**src/rtl/eth_mac_tx_framer.sv**
```systemverilog
// rtl/eth_mac_tx_framer.sv - Ethernet MAC transmit framer (preamble, SFD, payload, pad, FCS, IFG)
//
// Purpose: turns a payload byte stream (destination MAC .. end of payload) into a
// GMII-style byte/nibble stream with preamble, SFD, optional zero pad, CRC-32 FCS
// and inter-frame gap.
// Optional feature macro: ETH_TX_PAD_EN (zero-pad short frames to 60 payload bytes).
//
// Ports:
//   clk_i, reset_n_i       transmit clock, synchronous active-low reset
//   speed_i[1:0]           2'b1x byte mode (1000), 2'b0x nibble mode (10/100)
//   tx_ce_i                slot enable; nothing advances while low
//   data_i, v_i, last_i    payload byte stream in
//   ready_o                payload byte consumed when v_i & ready_o
//   txd_o, tx_en_o, tx_er_o  registered transmit outputs
//   busy_o                 framer is not idle
module eth_mac_tx_framer #(
  parameter int MAX_FRAME_p = 1514,
  parameter int IFG_BYTES_p = 12
) (
  input  logic       clk_i,
  input  logic       reset_n_i,
  input  logic [1:0] speed_i,
  input  logic       tx_ce_i,
  input  logic [7:0] data_i,
  input  logic       v_i,
  input  logic       last_i,
  output logic       ready_o,
  output logic [7:0] txd_o,
  output logic       tx_en_o,
  output logic       tx_er_o,
  output logic       busy_o
);

  typedef enum logic [2:0] {
    S_IDLE, S_PRE, S_SFD, S_DATA, S_PAD, S_FCS, S_IFG, S_DRAIN
  } state_t;

  state_t state_q, state_d;

  logic        byte_mode_q;
  logic        phase_q;      // nibble phase: 0 = low nibble slot start, 1 = high nibble
  logic [10:0] byte_cnt_q;
  logic [10:0] cnt_inc;
  logic [31:0] crc_q;
  logic [31:0] fcs;
  logic [15:0] slot_cnt_q;
  logic [3:0]  hold_q;       // high nibble sent on the second nibble cycle
  logic [7:0]  txd_q;
  logic        tx_en_q;
  logic        tx_er_q;

  logic        tick;         // enabled cycle that starts a byte time
  logic        accept;
  logic        underrun;
  logic        oversize;
  logic        start;
  logic        active;
  logic        pad_tick;

  logic [7:0]  slot_byte;
  logic        slot_en;
  logic        slot_er;

  function automatic logic [31:0] crc_byte(input logic [31:0] c, input logic [7:0] d);
    logic [31:0] r;
    r = c ^ {24'h0, d};
    for (int i = 0; i < 8; i++) begin
      r = r[0] ? ((r >> 1) ^ 32'hEDB8_8320) : (r >> 1);
    end
    return r;
  endfunction

  assign tick     = tx_ce_i & (byte_mode_q | ~phase_q);
  assign ready_o  = ((state_q == S_DATA) & tick) | (state_q == S_DRAIN);
  assign accept   = (state_q == S_DATA) & tick & v_i;
  assign underrun = (state_q == S_DATA) & tick & ~v_i;
  assign oversize = accept & (byte_cnt_q == 11'(MAX_FRAME_p));
  assign cnt_inc  = byte_cnt_q + 11'd1;
  assign start    = (state_d == S_PRE) & (state_q != S_PRE);
  assign active   = (state_q != S_IDLE) & (state_q != S_DRAIN);
  assign fcs      = ~crc_q;
  assign busy_o   = (state_q != S_IDLE);
  assign txd_o    = txd_q;
  assign tx_en_o  = tx_en_q;
  assign tx_er_o  = tx_er_q;

`ifdef ETH_TX_PAD_EN
  assign pad_tick = (state_q == S_PAD) & tick;
`else
  assign pad_tick = 1'b0;
`endif

  // State register
  always_ff @(posedge clk_i) begin
    if (!reset_n_i) state_q <= S_IDLE;
    else            state_q <= state_d;
  end

  // Next-state logic; everything except DRAIN moves on byte-time boundaries
  always_comb begin
    state_d = state_q;
    case (state_q)
      S_IDLE: if (tick & v_i) state_d = S_PRE;
      S_PRE:  if (tick & (slot_cnt_q == 16'd6)) state_d = S_SFD;
      S_SFD:  if (tick) state_d = S_DATA;
      S_DATA: begin
        if (underrun) state_d = S_DRAIN;
        else if (oversize) state_d = last_i ? S_IFG : S_DRAIN;
        else if (accept & last_i) begin
`ifdef ETH_TX_PAD_EN
          state_d = (cnt_inc < 11'd60) ? S_PAD : S_FCS;
`else
          state_d = S_FCS;
`endif
        end
      end
`ifdef ETH_TX_PAD_EN
      S_PAD:  if (tick & (cnt_inc == 11'd60)) state_d = S_FCS;
`endif
      S_FCS:  if (tick & (slot_cnt_q == 16'd3)) state_d = S_IFG;
      // The last gap slot doubles as the start edge of a waiting frame, so
      // back-to-back frames see exactly IFG_BYTES_p idle byte times.
      S_IFG:  if (tick & (slot_cnt_q == 16'(IFG_BYTES_p - 1))) state_d = v_i ? S_PRE : S_IDLE;
      S_DRAIN: if (tx_ce_i & v_i & last_i) state_d = S_IFG;
      default: state_d = S_IDLE;
    endcase
  end

  // Output logic: the byte and flags for the slot that starts on this tick
  always_comb begin
    slot_byte = 8'h00;
    slot_en   = 1'b0;
    slot_er   = 1'b0;
    case (state_q)
      S_PRE: begin slot_byte = 8'h55; slot_en = 1'b1; end
      S_SFD: begin slot_byte = 8'hD5; slot_en = 1'b1; end
      S_DATA: begin
        slot_en   = 1'b1;
        slot_er   = underrun | oversize;
        slot_byte = v_i ? data_i : 8'h00;
      end
`ifdef ETH_TX_PAD_EN
      S_PAD: slot_en = 1'b1;
`endif
      S_FCS: begin
        slot_en = 1'b1;
        case (slot_cnt_q[1:0])
          2'd0:    slot_byte = fcs[7:0];
          2'd1:    slot_byte = fcs[15:8];
          2'd2:    slot_byte = fcs[23:16];
          default: slot_byte = fcs[31:24];
        endcase
      end
      default: ;
    endcase
  end

  // Datapath and registered outputs
  always_ff @(posedge clk_i) begin
    if (!reset_n_i) begin
      byte_mode_q <= 1'b0;
      phase_q     <= 1'b0;
      byte_cnt_q  <= 11'd0;
      crc_q       <= 32'hFFFF_FFFF;
      slot_cnt_q  <= 16'd0;
      hold_q      <= 4'h0;
      txd_q       <= 8'h00;
      tx_en_q     <= 1'b0;
      tx_er_q     <= 1'b0;
    end else begin
      if (tx_ce_i) phase_q <= phase_q ? 1'b0 : (active & ~byte_mode_q);
      if (start) byte_mode_q <= (speed_i == 2'b10) | (speed_i == 2'b11);

      if (state_d != state_q) slot_cnt_q <= 16'd0;
      else if (tick)          slot_cnt_q <= slot_cnt_q + 16'd1;

      if (start) begin
        byte_cnt_q <= 11'd0;
        crc_q      <= 32'hFFFF_FFFF;
      end else if (accept) begin
        byte_cnt_q <= cnt_inc;
        crc_q      <= crc_byte(crc_q, data_i);
      end else if (pad_tick) begin
        byte_cnt_q <= cnt_inc;
        crc_q      <= crc_byte(crc_q, 8'h00);
      end

      if (tx_ce_i) begin
        if (tick) begin
          txd_q   <= byte_mode_q ? slot_byte : {4'h0, slot_byte[3:0]};
          hold_q  <= slot_byte[7:4];
          tx_en_q <= slot_en;
          tx_er_q <= slot_er;
        end else begin
          txd_q <= {4'h0, hold_q};
        end
      end
    end
  end

endmodule

```
**config.mk**
```make
export PLATFORM = sky130hd
export DESIGN_NAME = eth_mac_tx_framer
export DESIGN_NICKNAME = d
export VERILOG_FILES = /design/src/rtl/eth_mac_tx_framer.sv
export SDC_FILE = /design/constraint.sdc
export NUM_CORES = 1
export LEC_CHECK = 0
export ABC_AREA = 0
export BUFFER_PORTS_ARGS = -buffer_cell sky130_fd_sc_hd__buf_4
export CAP_MARGIN = 10
export CORE_UTILIZATION = 55
export DETAILED_ROUTE_END_ITERATION = 7
export PLACE_DENSITY = 0.73
export SYNTH_ARGS = -nofsm -noshare
export SYNTH_HDL_FRONTEND = slang
export SYNTH_SLANG_ARGS = --single-unit
```
**constraint.sdc**
```tcl
create_clock -name clk_i -period 2.3 [get_ports clk_i]
set_input_delay 0.115 -clock clk_i [delete_from_list [all_inputs] [get_ports clk_i]]
set_output_delay 0.115 -clock clk_i [all_outputs]
set_load 0.005 [all_outputs]
```
==> flow_summary.html <==
<table>
<tr><th>Metric</th><th>Value</th></tr>
<tr><th colspan="2">Route</th></tr>
<tr><td>Routed Antenna Nets</td><td>0</td></tr>
<tr><td>Via-to-Cell Ratio</td><td>5.85</td></tr>
<tr><td>First-pass detailed-route iteration total</td><td>5</td></tr>
<tr><td>Routed via count</td><td>3,806</td></tr>
<tr><td>DRC marker count from the first detailed-route iteration</td><td>approximately 230</td></tr>
<tr><td>Wirelength per Cell</td><td>16.7 um</td></tr>
<tr><td>Final wirelength</td><td>about 11 mm</td></tr>
<tr><td>Number of remaining DRC errors</td><td>0</td></tr>
<tr><th colspan="2">Synth</th></tr>
<tr><td>Share of the yosys chip area belonging to registers</td><td>between 30% and 40%</td></tr>
<tr><td>EDFF count, synth</td><td>0</td></tr>
<tr><td>Synthesized area per cell</td><td>8.76 sq um</td></tr>
<tr><td>Number of synthesized register bits</td><td>a little under 80</td></tr>
<tr><td>Synth Warn #</td><td>0</td></tr>
<tr><td>Ys flop type</td><td>sky130_fd_sc_hd__dfxtp_1</td></tr>
<tr><td>Most common library cells after synthesis</td><td>sky130_fd_sc_hd__dfxtp_1, sky130_fd_sc_hd__xnor2_1, sky130_fd_sc_hd__nand2_1, sky130_fd_sc_hd__o211ai_1, sky130_fd_sc_hd__xor2_1</td></tr>
<tr><td>Async set or reset register ratio after synthesis</td><td>0%</td></tr>
<tr><td>Top cells by area, synth</td><td>sky130_fd_sc_hd__dfxtp_1, sky130_fd_sc_hd__xnor2_1, sky130_fd_sc_hd__nand2_1</td></tr>
<tr><td>Netlist Area Pre-Place</td><td>~0.0044 sq mm</td></tr>
<tr><td>Cell count after synthesis</td><td>507</td></tr>
<tr><td>Count of distinct cell types in the synthesized netlist</td><td>56</td></tr>
<tr><td>Top-count cell post-synth</td><td>sky130_fd_sc_hd__dfxtp_1</td></tr>
<tr><td>Area fraction of the dominant cell type after synthesis</td><td>35.2%</td></tr>
<tr><td>Net count after synthesis</td><td>529</td></tr>
<tr><td>Most area-hungry cell type in the Yosys netlist</td><td>sky130_fd_sc_hd__dfxtp_1</td></tr>
<tr><th colspan="2">Final layout</th></tr>
<tr><td>Area added between synthesis and finish</td><td>18.0%</td></tr>
<tr><td>Fillers</td><td>630</td></tr>
<tr><td>Fin cells</td><td>651</td></tr>
<tr><td>Layout Cell Area excl Fill</td><td>0.00524 sq mm</td></tr>
<tr><td>Antenna diode count</td><td>0</td></tr>
<tr><td>Final core utilization</td><td>67.4%</td></tr>
<tr><td>Post-layout net count</td><td>between 500 and 600</td></tr>
<tr><td>Share of post-route cells with drive strength above 1</td><td>18.0%</td></tr>
<tr><th colspan="2">GRT</th></tr>
<tr><td>Global route overflow</td><td>0</td></tr>
<tr><td>Vias in the first global route</td><td>3,478</td></tr>
<tr><td>Initial antenna violation count</td><td>0</td></tr>
<tr><td>First-pass GRT wire length</td><td>17.0 mm</td></tr>
<tr><td>Gr usage total</td><td>25.7%</td></tr>
<tr><td>Largest net degree at the start of global routing</td><td>57</td></tr>
<tr><th colspan="2">STA</th></tr>
<tr><td>Number of setup violations in the final report</td><td>0</td></tr>
<tr><td>Maximum clock skew at final layout</td><td>19.0 ps</td></tr>
<tr><td>Setup tns final</td><td>0 ps</td></tr>
<tr><td>Worst-margin pin slew</td><td>~720 ps</td></tr>
<tr><td>Final hold viol count</td><td>0</td></tr>
<tr><td>Final-report max-slew violation count</td><td>0</td></tr>
<tr><td>Crit path time final</td><td>2220 ps</td></tr>
<tr><td>Post-route worst hold slack</td><td>33.2 ps</td></tr>
<tr><td>Relative slew slack</td><td>51.5%</td></tr>
<tr><td>Max frequency</td><td>0.451 GHz</td></tr>
<tr><td>Final critical-path share of the clock period</td><td>approximately 96%</td></tr>
<tr><th colspan="2">Clock tree</th></tr>
<tr><td>Sink Count</td><td>78</td></tr>
<tr><td>Buffer type at the clock tree root</td><td>sky130_fd_sc_hd__clkbuf_8</td></tr>
<tr><td>Hold buffer count at cts</td><td>0</td></tr>
<tr><td>Clock buffer count from CTS</td><td>9</td></tr>
<tr><td>Clock slew at the register clock pins of the worst setup and hold paths</td><td>80 ps</td></tr>
<tr><td>Clk_lat worst skew</td><td>around 350 ps</td></tr>
<tr><td>Clock H-tree levels</td><td>3</td></tr>
<tr><td>Number of buffers on the longest clock path</td><td>2</td></tr>
<tr><td>Clock tree from TritonCTS</td><td>yes</td></tr>
<tr><th colspan="2">Worst setup path</th></tr>
<tr><td>Crit path max fanout</td><td>11</td></tr>
<tr><td>CP peak stage delay</td><td>390 ps</td></tr>
<tr><td>Critical path launch point type</td><td>flop</td></tr>
<tr><td>Slowest cell on the critical path</td><td>sky130_fd_sc_hd__or3_4</td></tr>
<tr><td>Category of cells accounting for the largest share of critical-path delay</td><td>simple AND/OR/NAND/NOR gates</td></tr>
<tr><td>CP Buf/Inv Count</td><td>3</td></tr>
<tr><td>Path type of the worst setup path</td><td>reg2reg</td></tr>
<tr><td>Data required, critical path</td><td>between 2000 and 3000 ps</td></tr>
<tr><td>Critical path data arrival time</td><td>2450 ps</td></tr>
<tr><td>Critical Path, Cell by Cell</td><td>nor4_2 -&gt; nand3_2 -&gt; buf_4 -&gt; or3_4 -&gt; nand4_4 -&gt; a21oi_4 -&gt; buf_12 -&gt; clkbuf_16 -&gt; and2_1</td></tr>
<tr><td>Kind of end point of the critical path</td><td>flop</td></tr>
<tr><th colspan="2">Placement</th></tr>
<tr><td>Final weighted congestion in routability-driven placement</td><td>~0.90</td></tr>
<tr><td>Post-placement cell count</td><td>628</td></tr>
<tr><td>Post-DP HPWL</td><td>7.28 mm</td></tr>
<tr><td>Number of buffer cells added on primary ports</td><td>25</td></tr>
<tr><td>Cell Area, Placed</td><td>between 0.004 and 0.005 sq mm</td></tr>
<tr><th colspan="2">Worst hold path</th></tr>
<tr><td>Min-delay worst type</td><td>in2reg</td></tr>
<tr><th colspan="2">Run status</th></tr>
<tr><td>Result of the run</td><td>finished clean</td></tr>
<tr><th colspan="2">Job</th></tr>
<tr><td>Number of max-capacitance violations reported</td><td>0</td></tr>
<tr><th colspan="2">Floorplanning</th></tr>
<tr><td>Cell Rows</td><td>32</td></tr>
<tr><td>Die Footprint</td><td>roughly 0.0084 sq mm</td></tr>
<tr><td>Die Span X</td><td>just over 90 um</td></tr>
<tr><td>Effective utilization at floorplan</td><td>57.2%</td></tr>
<tr><td>Io pins</td><td>27</td></tr>
<tr><td>Die Y-Extent</td><td>91.8 um</td></tr>
<tr><td>Area of the core region</td><td>about 0.0078 sq mm</td></tr>
<tr><th colspan="2">Power</th></tr>
<tr><td>Power per standard cell area</td><td>about 600 mW/mm^2</td></tr>
<tr><td>Max VDD drop</td><td>0.413 mV</td></tr>
<tr><td>Leakage dissipation</td><td>0.00210 uW</td></tr>
</table>
## stage by stage
stage                     worst slack [ps]  power (uW)
after floorplan                        277        1750
after global placement                 155        1890
after detailed placement              76.9        1890
after CTS                             53.4        3120
after global routing                -0.572        3280
final                                 84.2        3160
## cell type report
type	count	area (sq um)	share of cell area [%]
clock buffers	9	124	2.36
clock inverters	7	123	2.34
inverters	12	45.0	0.860
multi-input cells	390	2760	52.6
flip-flops and latches	78	1560	29.8
well taps	102	128	2.44
repair buffers	53	499	9.53
## layer usage
| layer | share of wire, % | GRT usage [%] | up-vias |
|---|---|---|---|
| met4 | 1.8 | 7.29 | 0 |
| met2 | 47 | 42.5 | 119 |
| met1 | 45 | 34.8 | 1811 |
| met3 | 6.3 | 3.73 | 17 |
| met5 | 0 | 0 | - |
| li1 | - | - | 1859 |
## layout by cell type, fill, tap and decap left out, drive strengths merged, types with 2 or more instances in the layout
master,synthesis,layout
bufinv,0,3
and2,11,11
buf,10,51
mux2i,2,2
or4,2,2
o22ai,8,8
and3,6,6
nand4,11,11
nand3,21,21
nor2b,9,9
xor2,25,25
xnor2,72,72
clkbuf,17,11
clkinv,0,2
nor4,5,5
o211ai,31,31
and3b,2,2
nor3b,2,2
a31oi,9,9
ha,7,7
a211oi,5,5
inv,12,12
nor2,20,20
a22o,3,3
clkinvlp,0,2
nand2,65,65
o21ai,12,12
dfxtp,78,78
nand2b,4,4
o31a,2,2
nor3,24,24
or3,2,2
a21oi,16,16
## final timing paths
check                           cells after the start            end     startpoint  slack (ps)
worst max-delay path                                9  byte_cnt_q[2]  slot_cnt_q[9]          80
worst min-delay path                                3    byte_mode_q     speed_i[1]          30
worst max register to register                      9  byte_cnt_q[2]  slot_cnt_q[9]          80
worst min register to register                      2       txd_o[0]      hold_q[0]         470
## report_power, final
| group | switching (uW) | total (uW) | internal [uW] |
|---|---|---|---|
| clock | 525 | 1250 | 724 |
| combinational | 292 | 543 | 251 |
| sequential | 11.4 | 1370 | 1360 |
| total | 829 | 3160 | 2340 |
## flip-flops by register name (all words and copies together), names as in the netlist
| signal | count |
|---|---|
| slot_cnt_q | 16 |
| tx_er_o | 1 |
| byte_cnt_q | 11 |
| crc_q | 32 |
| phase_q | 1 |
| tx_en_o | 1 |
| hold_q | 4 |
| state_q | 3 |
| txd_o | 8 |
| byte_mode_q | 1 |
## worst register-to-register path, cell delays in order (launching register included)
cell and delay (ps):
sky130_fd_sc_hd__dfxtp_1 350, sky130_fd_sc_hd__nor4_2 310, sky130_fd_sc_hd__nand3_2 180, sky130_fd_sc_hd__buf_4 180, sky130_fd_sc_hd__or3_4 390, sky130_fd_sc_hd__nand4_4 150, sky130_fd_sc_hd__a21oi_4 80, sky130_fd_sc_hd__buf_12 150
sky130_fd_sc_hd__clkbuf_16 170, sky130_fd_sc_hd__and2_1 150
## kinds of logic (layout without fill, tap and decap cells)
logic type | Yosys count | in the layout | share of synthesized area, %
compound gates | 96 | 96 | 14.9
xor+xnor | 97 | 97 | 20.7
fa+ha+maj | 7 | 7 | 1.97
buf+inv | 39 | 81 | 3.66
flops | 78 | 78 | 35.2
mux | 2 | 2 | 0.733
simple gates | 188 | 188 | 22.9
## timing repair
| item | 4_1_cts | 5_1_grt |
|---|---|---|
| gates resized for setup | 0 | 7 |
| setup endpoints to repair | 0 | 59 |
| setup buffers | 0 | 4 |
(Power assumes the default switching activity.)
